`config.mk`:
```
export PLATFORM = sky130hd
export DESIGN_NAME = rx_fifo
export DESIGN_NICKNAME = d
export VERILOG_FILES = /design/src/rtl/uart_pkg.sv /design/src/rtl/rx_fifo_mem.sv /design/src/rtl/rx_fifo.sv
export SDC_FILE = /design/constraint.sdc
export NUM_CORES = 1
export LEC_CHECK = 0
export ABC_AREA = 1
export CORE_UTILIZATION = 44
export CTS_BUF_LIST = sky130_fd_sc_hd__clkbuf_4 sky130_fd_sc_hd__clkbuf_8 sky130_fd_sc_hd__clkbuf_16
export DETAILED_ROUTE_END_ITERATION = 8
export PLACE_DENSITY = 0.7
export SETUP_SLACK_MARGIN = 0.2
export SYNTH_ARGS = -nofsm -noshare
export SYNTH_HDL_FRONTEND = slang
export SYNTH_SLANG_ARGS = --single-unit
```
`constraint.sdc`:
```
create_clock -name clk -period 7.5 [get_ports clk]
set_clock_uncertainty 0.2 [all_clocks]
set_input_delay 0.75 -clock clk [delete_from_list [all_inputs] [get_ports clk]]
set_output_delay 0.75 -clock clk [all_outputs]
set_load 0.02 [all_outputs]
```
`src/rtl/uart_pkg.sv`:
```
// Shared UART constants: byte width and receive FIFO defaults.
package uart_pkg;
  localparam int UART_DATA_W       = 8;
  localparam int RX_FIFO_DEPTH     = 16;
  localparam int RX_FIFO_AF_MARGIN = 2;
endpackage

```
`src/rtl/rx_fifo_mem.sv`:
```
// DEPTH x UART_DATA_W storage: synchronous write, asynchronous read, array not reset.
module rx_fifo_mem
  import uart_pkg::*;
#(
  parameter int DEPTH = RX_FIFO_DEPTH,
  parameter int AW    = $clog2(DEPTH)
) (
  input  logic                   clk,
  input  logic                   we,
  input  logic [AW-1:0]          waddr,
  input  logic [UART_DATA_W-1:0] wdata,
  input  logic [AW-1:0]          raddr,
  output logic [UART_DATA_W-1:0] rdata
);

  logic [UART_DATA_W-1:0] mem [DEPTH];

  always_ff @(posedge clk) begin
    if (we) mem[waddr] <= wdata;
  end

  assign rdata = mem[raddr];

endmodule

```
`src/rtl/rx_fifo.sv`:
```
// Receive byte FIFO behind the UART receiver: one push per rx_done rise, FWFT valid/ready output.
// Optional drop counter output when RX_FIFO_DROP_CNT_EN is defined.
module rx_fifo
  import uart_pkg::*;
#(
  parameter int DEPTH    = RX_FIFO_DEPTH,
  parameter int AF_LEVEL = DEPTH - RX_FIFO_AF_MARGIN
) (
  input  logic                      clk,
  input  logic                      rst,
  input  logic [UART_DATA_W-1:0]    rx_data,
  input  logic                      rx_done,
  output logic                      rx_en,
  output logic [UART_DATA_W-1:0]    m_data,
  output logic                      m_valid,
  input  logic                      m_ready,
  output logic [$clog2(DEPTH):0]    level,
  output logic                      full,
  output logic                      overflow,
  input  logic                      ovf_clr
`ifdef RX_FIFO_DROP_CNT_EN
  ,
  output logic [7:0]                drop_cnt
`endif
);

  localparam int AW = $clog2(DEPTH);
  localparam int PW = AW + 1;
  localparam logic [PW-1:0] AF_L = PW'(AF_LEVEL);

  logic          done_q;
  logic [PW-1:0] wr_ptr, rd_ptr;
  logic [PW-1:0] level_nxt;
  logic          push, pop, wr_en, drop, empty;

  assign push  = rx_done & ~done_q;
  assign empty = (wr_ptr == rd_ptr);
  assign full  = (wr_ptr[AW] != rd_ptr[AW]) && (wr_ptr[AW-1:0] == rd_ptr[AW-1:0]);

  assign m_valid = ~empty;
  assign pop     = m_valid & m_ready;
  // A full FIFO still accepts a push when the head leaves in the same cycle.
  assign wr_en   = push & (~full | pop);
  assign drop    = push & full & ~pop;

  assign level_nxt = level + PW'(wr_en) - PW'(pop);

  rx_fifo_mem #(.DEPTH(DEPTH), .AW(AW)) u_mem (
    .clk   (clk),
    .we    (wr_en),
    .waddr (wr_ptr[AW-1:0]),
    .wdata (rx_data),
    .raddr (rd_ptr[AW-1:0]),
    .rdata (m_data)
  );

  always_ff @(posedge clk) begin
    if (rst) begin
      done_q   <= 1'b1;
      wr_ptr   <= '0;
      rd_ptr   <= '0;
      level    <= '0;
      rx_en    <= 1'b0;
      overflow <= 1'b0;
    end else begin
      done_q <= rx_done;
      if (wr_en) wr_ptr <= wr_ptr + PW'(1);
      if (pop)   rd_ptr <= rd_ptr + PW'(1);
      level <= level_nxt;
      rx_en <= (level_nxt < AF_L);
      if (drop)         overflow <= 1'b1;
      else if (ovf_clr) overflow <= 1'b0;
    end
  end

`ifdef RX_FIFO_DROP_CNT_EN
  always_ff @(posedge clk) begin
    if (rst) begin
      drop_cnt <= '0;
    end else if (drop) begin
      if (drop_cnt != 8'hFF) drop_cnt <= drop_cnt + 8'd1;
    end else if (ovf_clr) begin
      drop_cnt <= '0;
    end
  end
`endif

endmodule

```
Word-level counts from Yosys, hierarchy flattened
Memories as Yosys holds them, arrays and structs flattened. A register that Yosys moved wholly into a read port is not among the register bits.
Index checks and enable logic that the tools add are counted.
{"block": "totals", "register_bits": 18, "ramBits": 128, "mem_count": 1}
{"block": "op_classes", "add_sub_neg": 4, "n_lt_le_gt_ge": 1, "eq_ne": 3, "n_mux": 6, "bitwise_logic": 10, "n_reduce_logical": 2}
{"memory": "u_mem.mem", "words": 16, "width": 8, "read_ports": 1, "rd_ports_with_merged_regs": 1, "wr": 1, "line": "rx_fifo_mem.sv:16", "text": "logic [UART_DATA_W-1:0] mem [DEPTH];"}
{"op": "5-bit by 1-bit adder with 5-bit output (second input constant)", "count": 2}
{"op": "4-bit 2-to-1 mux", "count": 2}
{"op": "5-bit by 1-bit adder with 5-bit output", "count": 1}
{"op": "1-bit AND", "count": 5}
{"op": "5-bit equality test", "count": 1}
{"op": "5-bit by 4-bit < comparator with 1-bit output (second input constant)", "count": 1}
{"op": "5-bit by 1-bit subtractor with 5-bit output", "count": 1}
{"op": "4-bit equality test", "count": 1}
{"op": "1-bit 2-to-1 mux", "count": 4}
{"op": "1-bit NOT", "count": 4}
{"op": "2-bit nonzero test", "count": 1}
{"op": "1-bit logical AND", "count": 1}
{"op": "1-bit inequality test", "count": 1}
{"op": "1-bit OR", "count": 1}

Longest topological paths before layout
{"block": "logic_depth", "depth_word": 8, "depth_mapped": 17, "mapped_depth_nobuf": 16}

Modules after synthesis
From an unflattened synthesis, not the netlist that was laid out.
{"block": "unflattened", "cells_unflattened": 682, "area_unflattened_um2": 6622.6}
{"module": "rx_fifo_mem", "n_inst": 1, "cells_each": 543, "area_per_inst_um2": 5606.6, "seq_area_each_um2": 3843.7}
{"module": "rx_fifo", "n_inst": 1, "cells_each": 139, "area_per_inst_um2": 1016.0, "seq_area_each_um2": 360.3}

Worst setup path after synthesis
Ideal clock, no wire load.
{"block": "synth_path", "path_type": "flip-flop to flip-flop", "startpoint": "register wr_ptr[0]", "endpoint": "register rx_en", "t_arrival_ps": 2461, "t_required_ps": 7230, "setup_slack_ps": 4769, "path_stages_with_launch": 17, "n_path_buf": 0, "path_cell_list": "dfxtp_1 > inv_1 > nand2_1 > nand2_2 > nor2_4 > nand3_1 > nand2_2 > inv_2 > o21ai_2 > nand2_1 > ha_1 > fa_1 > nand3_1 > nand2_1 > xnor2_1 > nand2_1 > a21oi_1"}
{"block": "synth_via", "elab_chain_len": 8}
{"item": "start, declared", "line": "rx_fifo.sv:32", "text": "logic [PW-1:0] wr_ptr, rd_ptr;"}
{"item": "start signal, assigned", "line": "rx_fifo.sv:67", "text": "if (wr_en) wr_ptr <= wr_ptr + PW'(1);"}
{"item": "5-bit equality test *", "line": "rx_fifo.sv:37", "text": "assign empty = (wr_ptr == rd_ptr);"}
{"item": "1-bit NOT *", "line": "rx_fifo.sv:40", "text": "assign m_valid = ~empty;"}
{"item": "via m_valid", "line": "rx_fifo.sv:15", "text": "output logic m_valid,"}
{"item": "1-bit AND *", "line": "rx_fifo.sv:41", "text": "assign pop = m_valid & m_ready;"}
{"item": "1-bit OR", "line": "rx_fifo.sv:43", "text": "assign wr_en = push & (~full | pop);"}
{"item": "1-bit AND", "line": "rx_fifo.sv:43"}
{"item": "5-bit by 1-bit adder with 5-bit output", "line": "rx_fifo.sv:46", "text": "assign level_nxt = level + PW'(wr_en) - PW'(pop);"}
{"item": "5-bit by 1-bit subtractor with 5-bit output *", "line": "rx_fifo.sv:46"}
{"item": "5-bit by 4-bit < comparator with 1-bit output *", "line": "rx_fifo.sv:70", "text": "rx_en <= (level_nxt < AF_L);"}
{"item": "end signal, assigned", "line": "rx_fifo.sv:70"}
{"item": "end, declared", "line": "rx_fifo.sv:13", "text": "output logic rx_en,"}
Mark *: on every way through the listed nets, which the timed path passes. The rest lies on a longest branch.
A chain may end at the register's enable or synchronous reset.

==> impl_metrics.env <==
export IMPL_status="finished clean"
export IMPL_synthArstFlopShare_pct=0
export IMPL_slowest_delay_ns=0.85
export IMPL_grt_overflow_total=0
export IMPL_fin_crit_sh_pct=56.6
export IMPL_worst_path_buf_inv=3
export IMPL_crit_path_cell_trace="buf_4, inv_2, nor2_1, nor2_1, o21ai_0, o21ai_1, o211ai_1, nand2_1, clkdlybuf4s50_1"
export IMPL_ir_drop_mv=0.181
export IMPL_wirelength_um=15000
export IMPL_final_common_cell="edfxtp_1"
export IMPL_dp_hpwl_um=9390
export IMPL_required_ns=6.55
export IMPL_vias=4207
export IMPL_yosysUniqueCellTypes=28
export IMPL_multiInputGateArea_um2=1760
export IMPL_area_growth_pct=15.4
export IMPL_via_per_inst=5.59
export IMPL_cts_tree="yes"
export IMPL_grt_start_max_net_pins=66
export IMPL_rsz0062_at_grt="false"
export IMPL_final_cell_mix="edfxtp_1 (128), nor2_1 (109), o21ai_0 (72)"
export IMPL_holdBufCountCts=0
export IMPL_die_w_um=121
export IMPL_htree_levels=4
export IMPL_grt_use_total_pct=22.0
export IMPL_ios=30
export IMPL_nNetsFinal=582
export IMPL_regArea_um2=4290
export IMPL_hp_class="register to register"
export IMPL_synth_edff_count=128
export IMPL_holdWs_ns=0.269
export IMPL_start_util_pct=45.2
export IMPL_endpoint_kind="output port"
export IMPL_fin_util_pct=52.1
export IMPL_detail_route_antenna_nets=0
export IMPL_power_leakage_nw=2.38
export IMPL_ctsLongestPathBuffers=2
export IMPL_clock_latency_ns=0.43
export IMPL_max_cap_viol_count=0
export IMPL_wl_per_cell_um=19.9
export IMPL_die_area_um2=14700
export IMPL_maxSlewHeadroom_pct=7.75
export IMPL_fp_row_count=43
export IMPL_setup_viol=0
export IMPL_core_area_um2=13900
export IMPL_cts_root_buffer="clkbuf_16"
export IMPL_synth_area_um2=6270
export IMPL_grt_pass1_wl_um=23300
export IMPL_syn_num_nets=561
export IMPL_synth_ff_type="edfxtp_1"
export IMPL_drt_first_pass_iters=5
export IMPL_drtIter0Drc=502
export IMPL_hold_violations=0
export IMPL_power_density_nw_per_um2=289
export IMPL_path_class="register to output port"
export IMPL_synthesis_instances=538
export IMPL_post_cts_resized=0
export IMPL_setup_tns_final_ns=0
export IMPL_cp_data_arrival_time_ns=3.30
export IMPL_path_delay_family="buffers and inverters"
export IMPL_drc=0
export IMPL_antenna_found_initial=0
export IMPL_max_freq_ghz=0.236
export IMPL_numCtsBuffers=17
export IMPL_crit_fanout=65
export IMPL_grt_pass1_vias=4201
export IMPL_start_kind="register"
export IMPL_fp_dieH_um=121
export IMPL_ys_warn_count=0
export IMPL_diodes=0
export IMPL_n_fill_cell=1202
export IMPL_drive_above_1_share_pct=9.79
export IMPL_critPathSlowestCell="inv_2"
export IMPL_port_buffer_count=29
export IMPL_cts_sinks=150
export IMPL_ys_seq_elements=150
export IMPL_whs_path_depth=2
export IMPL_ff2ff_path_depth=6
export IMPL_cts_post_setup_buffers_inserted=0
export IMPL_crit_cells=9
export IMPL_avgSynthCellArea_um2=11.7
export IMPL_clk_pin_slew_ns=0.06
export IMPL_worst_pin_slew_ns=1.37
export IMPL_gp_congestion=0.869
export IMPL_seq_area_frac_synth_pct=68.3
export IMPL_slew_violations=0
export IMPL_finalCriticalPeriod_ns=4.25
export IMPL_cp_common_cell="nor2_1"
## registers in the layout, summed over array words and instances (netlist names), named ones only
| register | cells |
|---|---|
| done_q | 1 |
| level | 5 |
| overflow | 1 |
| rd_ptr | 5 |
| rx_en | 1 |
| u_mem.mem | 128 |
| wr_ptr | 5 |
## final cells by class
cell class | instances | share of cell area (%)
flip-flops and latches | 150 | 59.2
multi-input cells | 334 | 24.4
clock buffers | 22 | 6.88
repair buffers | 30 | 4.12
well taps | 180 | 3.11
inverters | 26 | 1.35
clock inverters | 10 | 0.934
## metal layers
layer / wire [um] / vias up / global-route usage [%]
met5: 0 / - / 0
met4: 452 / 0 / 10.6
met1: 6330 / 2046 / 27.9
met2: 7360 / 170 / 36.3
met3: 856 / 41 / 4.14
li1: - / 1950 / -
## report_power, final
part | leakage, nW | internal, W | switching, W
Clock | 0.283 | 0.000473 | 0.000341
Sequential | 1.33 | 0.000923 | 0.0000262
Combinational | 0.764 | 0.000126 | 0.000200
Total | 2.38 | 0.00152 | 0.000566
## cell families after synthesis
| kind of cell | synth area share (%) |
|---|---|
| simple gates | 13.3 |
| flops | 68.3 |
| compound gates | 11.0 |
| xor+xnor | 1.66 |
| fa+ha+maj | 2.11 |
| buf+inv | 3.57 |
## worst paths after layout
kind	from	end	slack [ns]
worst max-delay path	register	m_data[6]	3.25
worst min-delay path	overflow$_SDFFE_PP0P_	overflow$_SDFFE_PP0P_	0.27
worst max register to register	wr_ptr[2]$_SDFFE_PP0P_	u_mem.mem[5][7]$_DFFE_PP_	4.51
worst min register to register	overflow$_SDFFE_PP0P_	overflow$_SDFFE_PP0P_	0.27
## per-stage QoR
| stage | std cells | cell area (um2) | total power, W | worst slack (ns) |
|---|---|---|---|---|
| floorplan | 538 | 6270 | 0.00117 | 4.77 |
| global placement | 720 | 6670 | 0.00128 | 3.70 |
| detailed placement | 720 | 6670 | 0.00129 | 3.62 |
| CTS | 752 | 7230 | 0.00210 | 3.27 |
| global route | 752 | 7230 | 0.00216 | 3.03 |
| finish | 752 | 7230 | 0.00209 | 3.25 |
## cells in the mapped netlist, types with 8 or more instances
cell / number / area (um2)
nand3_1: 23 / 115
o211ai_1: 32 / 240
inv_1: 22 / 82.6
nor2_1: 109 / 409
ha_1: 9 / 113
o21ai_0: 72 / 360
clkbuf_1: 14 / 52.6
buf_2: 8 / 40.0
nand2_1: 35 / 131
edfxtp_1: 128 / 3840
dfxtp_1: 22 / 440
nor3_1: 15 / 75.1
a21oi_1: 8 / 40.0
nand2_2: 9 / 56.3
## worst min-delay path, stage by stage (launching register included)
cell and delay (ns):
dfxtp_1 0.31, nand2_1 0.06, a21oi_1 0.05
Power figures use the tool's default switching activity.
